==> src/rtl/triadic_ctrl_fsm.sv <==
// Multi-cycle FETCH/DECODE/EXEC/WB control sequencer for the triadic datapath.
// Optional retire counter output enabled by defining TRIADIC_CTRL_RETIRE_CNT_EN.
module triadic_ctrl_fsm #(
  parameter logic [5:0] HALT_OP = 6'h3F,
  parameter logic [5:0] J_OP    = 6'h02,
  parameter logic [5:0] JAL_OP  = 6'h03,
  parameter logic [5:0] BEQZ_OP = 6'h04,
  parameter logic [5:0] IALU_LO = 6'h08
) (
  input  logic        clk,
  input  logic        rst,
  input  logic        step,
  input  logic [31:0] IR,
  input  logic        RS1is0,
  output logic        ir_load,
  output logic        pc_load,
  output logic        WE,
  output logic        Oprnd1Sel,
  output logic        Oprnd2Sel,
  output logic        RDSEL,
  output logic        DinSel2,
  output logic        ExtnCntl,
  output logic        NextPC,
  output logic [2:0]  state,
  output logic        halted,
`ifdef TRIADIC_CTRL_RETIRE_CNT_EN
  output logic [31:0] retire_cnt,
`endif
  output logic        illegal
);

  typedef enum logic [2:0] {
    S_FETCH  = 3'd0,
    S_DECODE = 3'd1,
    S_EXEC   = 3'd2,
    S_WB     = 3'd3,
    S_HALT   = 3'd4
  } state_t;

  state_t     st;
  logic [5:0] op;
  logic       is_r, is_ialu, is_beqz, is_j, is_jal;
  logic       wb_we;
  logic       beqz_q;

  assign op    = IR[31:26];
  assign state = st;

  always_comb begin
    is_r    = (op == 6'd0);
    // 7-bit compare so an IALU_LO near the top of the opcode space cannot wrap
    is_ialu = ({1'b0, op} >= {1'b0, IALU_LO}) && ({1'b0, op} <= ({1'b0, IALU_LO} + 7'd7));
    is_beqz = (op == BEQZ_OP);
    is_j    = (op == J_OP);
    is_jal  = (op == JAL_OP);
  end

  always_ff @(posedge clk) begin
    if (rst) begin
      st <= S_FETCH;
      {ir_load, pc_load, WE, Oprnd1Sel, Oprnd2Sel, RDSEL, DinSel2, ExtnCntl, NextPC} <= '0;
      halted  <= 1'b0;
      illegal <= 1'b0;
      wb_we   <= 1'b0;
      beqz_q  <= 1'b0;
`ifdef TRIADIC_CTRL_RETIRE_CNT_EN
      retire_cnt <= '0;
`endif
    end else if (step) begin
      case (st)
        S_FETCH: begin
          st      <= S_DECODE;
          ir_load <= 1'b0;
        end
        S_DECODE: begin
          if (is_r || is_ialu || is_beqz || is_j || is_jal) begin
            st        <= S_EXEC;
            Oprnd1Sel <= is_beqz || is_j || is_jal;
            Oprnd2Sel <= is_ialu || is_beqz || is_j || is_jal;
            RDSEL     <= is_r;
            DinSel2   <= is_r || is_ialu;
            ExtnCntl  <= is_j || is_jal;
            NextPC    <= is_j || is_jal;
            wb_we     <= is_r || is_ialu || is_jal;
            beqz_q    <= is_beqz;
          end else begin
            st      <= S_HALT;
            halted  <= 1'b1;
            illegal <= (op != HALT_OP);
          end
        end
        S_EXEC: begin
          st      <= S_WB;
          pc_load <= 1'b1;
          WE      <= wb_we;
          if (beqz_q) NextPC <= RS1is0;
        end
        S_WB: begin
          // control word is cleared on retire so FETCH/DECODE present a quiet datapath
          st      <= S_FETCH;
          ir_load <= 1'b1;
          {pc_load, WE, Oprnd1Sel, Oprnd2Sel, RDSEL, DinSel2, ExtnCntl, NextPC} <= '0;
          wb_we   <= 1'b0;
          beqz_q  <= 1'b0;
`ifdef TRIADIC_CTRL_RETIRE_CNT_EN
          retire_cnt <= retire_cnt + 32'd1;
`endif
        end
        S_HALT: st <= S_HALT;
        default: st <= S_FETCH;
      endcase
    end
  end

endmodule

==> config.mk <==
export PLATFORM = sky130hd
export DESIGN_NAME = triadic_ctrl_fsm
export DESIGN_NICKNAME = d
export VERILOG_FILES = /design/src/rtl/triadic_ctrl_fsm.sv
export SDC_FILE = /design/constraint.sdc
export NUM_CORES = 1
export LEC_CHECK = 0
export CORE_MARGIN = 10
export CORE_UTILIZATION = 33
export DETAILED_ROUTE_END_ITERATION = 10
export PLACE_DENSITY = 0.75
export SYNTH_ARGS = -nofsm -noshare
export SYNTH_HDL_FRONTEND = slang
export SYNTH_SLANG_ARGS = --single-unit
==> constraint.sdc <==
create_clock -name clk -period 1.31 [get_ports clk]
set_input_delay 0.393 -clock clk [delete_from_list [all_inputs] [get_ports clk]]
set_output_delay 0.393 -clock clk [all_outputs]
set_load 0.01 [all_outputs]
==> results.yml <==
clocking:
  clk_latency_ns: 0.29
  clkSinkCount: 16
  cts_tree: "built"
  clk_pin_slew_ns: 0.10
  ctsHoldBuffers: 0
  clockBufferDepth: 2
  cts_made_buffers: 3
  clock-root-buffer: "clkbuf_4"
  htree_levels: 1
worst_hold_path:
  hp-class: "in -> reg"
global_route:
  grt_max_degree: 17
  antenna_found_initial: 0
  grtUsageTotal: 0.0902
  grt_pass1_vias: 797
  grt_pass1_wl_mm: 3.80
  grt_overflow: 0
cells_and_area:
  largest_reg_flops: 3
  final_cell_count_no_fill: 163
  fin_nets: 170
  multi_input_area_um2: 557
  ff_latch_area_um2: 325
  diodes: 0
  areaGrowthSynthToFinish_pct: 48.6
  fillers: 244
  stdcell_area_um2: 1240
  drive_gt1_frac: 0.466
yosys:
  synthesis.nets: 130
  yosysTopAreaCellShare: 0.384
  synthDistinctLibCells: 33
  syn_area_um2: 833
  ys_top_cells_by_count: "16 x dfxtp_1, 10 x o21ai_0, 8 x nor2_1"
  synth_edf_count: 0
  ys_seq_area_frac: 0.384
  synth_area_leader_cell: "dfxtp_1"
  synthArstFlopShare: 0
  avgSynthCellArea_um2: 8.86
  syn_inst: 94
  synthTopCellsByArea: "dfxtp_1 38%, nand3b_1 6.3%, o21ai_0 6.0%"
  synth.most_common_cell: "dfxtp_1"
  ys_seq_elements: 16
  synth_warnings: 0
  synth_ff_type: "dfxtp_1"
pwr:
  pwr-share-seq: 0.480
  p_comb_frac: 0.202
  p_sw_w: 0.000279
  internal_power_w: 0.000764
  ir_drop_mv: 0.477
  p_leak_nw: 0.486
  p_sw_frac: 0.267
  p_per_area_nw_per_um2: 842
  power_frac_clock: 0.318
setup_path:
  start_kind: "input port"
  cp-end-kind: "register"
  path_max_fanout: 4
  cp.arrival_ns: 1.54
  cp_data_required_time_ns: 1.52
  worstSetupPathType: "in -> reg"
sta:
  tightest_slew_ns: 0.287
  rsz0062_at_grt: "true"
  max_slew_margin: 0.808
  setup_ws_ns: -0.0225
  slew_violations: 0
  hold_violations: 0
  post-route-period-util: 1.02
  setup_viol: 1
  skew_ns: 0.00269
  timing.fmax_ghz: 0.750
  period_minus_slack_ns: 1.33
route:
  ant_nets: 0
  drt_pre_antenna_iters: 4
  viasPerCell: 5.10
  vias: 831
  drt_iter0_drc: 36
  routedWlPerCell_um: 14.8
  routed_wl_mm: 2.41
  post-route-drc-count: 0
flow_run:
  maxCapViolations: 0
die:
  io_pins: 50
  die_area_um2: 4940
  coreArea_um2: 2430
  fp.dieW_um: 70.3
  num_rows: 18
  start_util: 0.343
  die_h_um: 70.3
placement:
  port_buffers: 23
  dp.cells: 158
  place_ws_ns: -0.602
  placed_area_um2: 1200
  dp_hpwl_mm: 1.73
  globalplace.congestion: 0.886
outcome:
  status: "complete, but fails checks"
  violations: "negative setup slack"
==> cell families after synthesis <==
logic type,Yosys count,share of synthesized area
and+or+nand+nor,37,0.273
buffers and inverters,7,0.0435
DFF,16,0.384
muxes,2,0.0240
xor gates and xnor gates,1,0.0105
AOI/OAI and AO/OA,31,0.264
==> power groups by stage <==
stage	Clock (W)	Sequential, W	Combinational, W
finish	0.000332	0.000501	0.000211
global route	0.000359	0.000503	0.000229
CTS	0.000336	0.000500	0.000200
detailed placement	0	0.000513	0.000204
global placement	0	0.000512	0.000198
floorplan	0	0.000520	0.0000851
==> per-stage QoR <==
stage / utilization / setup TNS [ns] / hold WS (ns) / total power (W)
2_1_floorplan: - / 0 / 0.450 / 0.000605
3_3_place_gp: 0.494 / -7.21 / 0.457 / 0.000710
3_5_place_dp: 0.494 / -7.97 / 0.473 / 0.000716
4_1_cts: 0.516 / -0.0212 / 0.496 / 0.00104
5_1_grt: 0.509 / -0.319 / 0.511 / 0.00109
6_report: 0.509 / -0.0225 / 0.473 / 0.00104
==> metal layers <==
| metal | wire length (um) | track usage | vias to the layer above |
|---|---|---|---|
| li1 | - | - | 427 |
| met1 | 1140 | 0.113 | 382 |
| met2 | 1140 | 0.136 | 17 |
| met3 | 71 | 0.0198 | 5 |
| met4 | 49 | 0.0526 | 0 |
| met5 | 0 | 0 | - |
==> worst paths after layout <==
check	end	slack (ns)	depth (start not counted)	startpoint
worst max-delay path	RDSEL	-0.02	5	IR[30]
worst min-delay path	state[0]	0.47	4	step
worst max register to register	illegal	0.05	5	state[2]
worst min register to register	halted	0.49	2	halted
==> what timing repair did <==
action,in CTS,in global routing
gates resized for setup,44,40
setup endpoints to repair,29,27
buffers inserted,0,1
pin swaps,4,8
==> layout by cell type (no fill, tap or decap), types with 2 or more instances in the layout <==
master and n:
a211oi_1 2, a21oi_1 6, buf_2 2, buf_4 14
buf_6 2, clkbuf_2 15, clkbuf_4 3, clkdlybuf4s15_1 2
dfxtp_1 14, dlygate4sd2_1 2, inv_1 3, nand2_1 3
nand2b_1 3, nand2b_4 2, nand3b_1 7, nor2_1 8
nor3_1 3, o21ai_0 7, o21ai_1 4, o31ai_2 4
==> area by class of cell <==
cell class	count	area share
Multi-Input combinational cell	71	0.449
Tap cell	30	0.0303
Inverter	3	0.00909
Clock buffer	4	0.0293
Sequential cell	16	0.263
Timing Repair Buffer	39	0.219
==> worst max-delay path: stages <==
cell and delay, ns:
dlygate4sd2_1 0.27, or3_4 0.35, a31oi_4 0.22, nand2b_4 0.10, o31ai_2 0.19
Power figures use the tool's default switching activity.
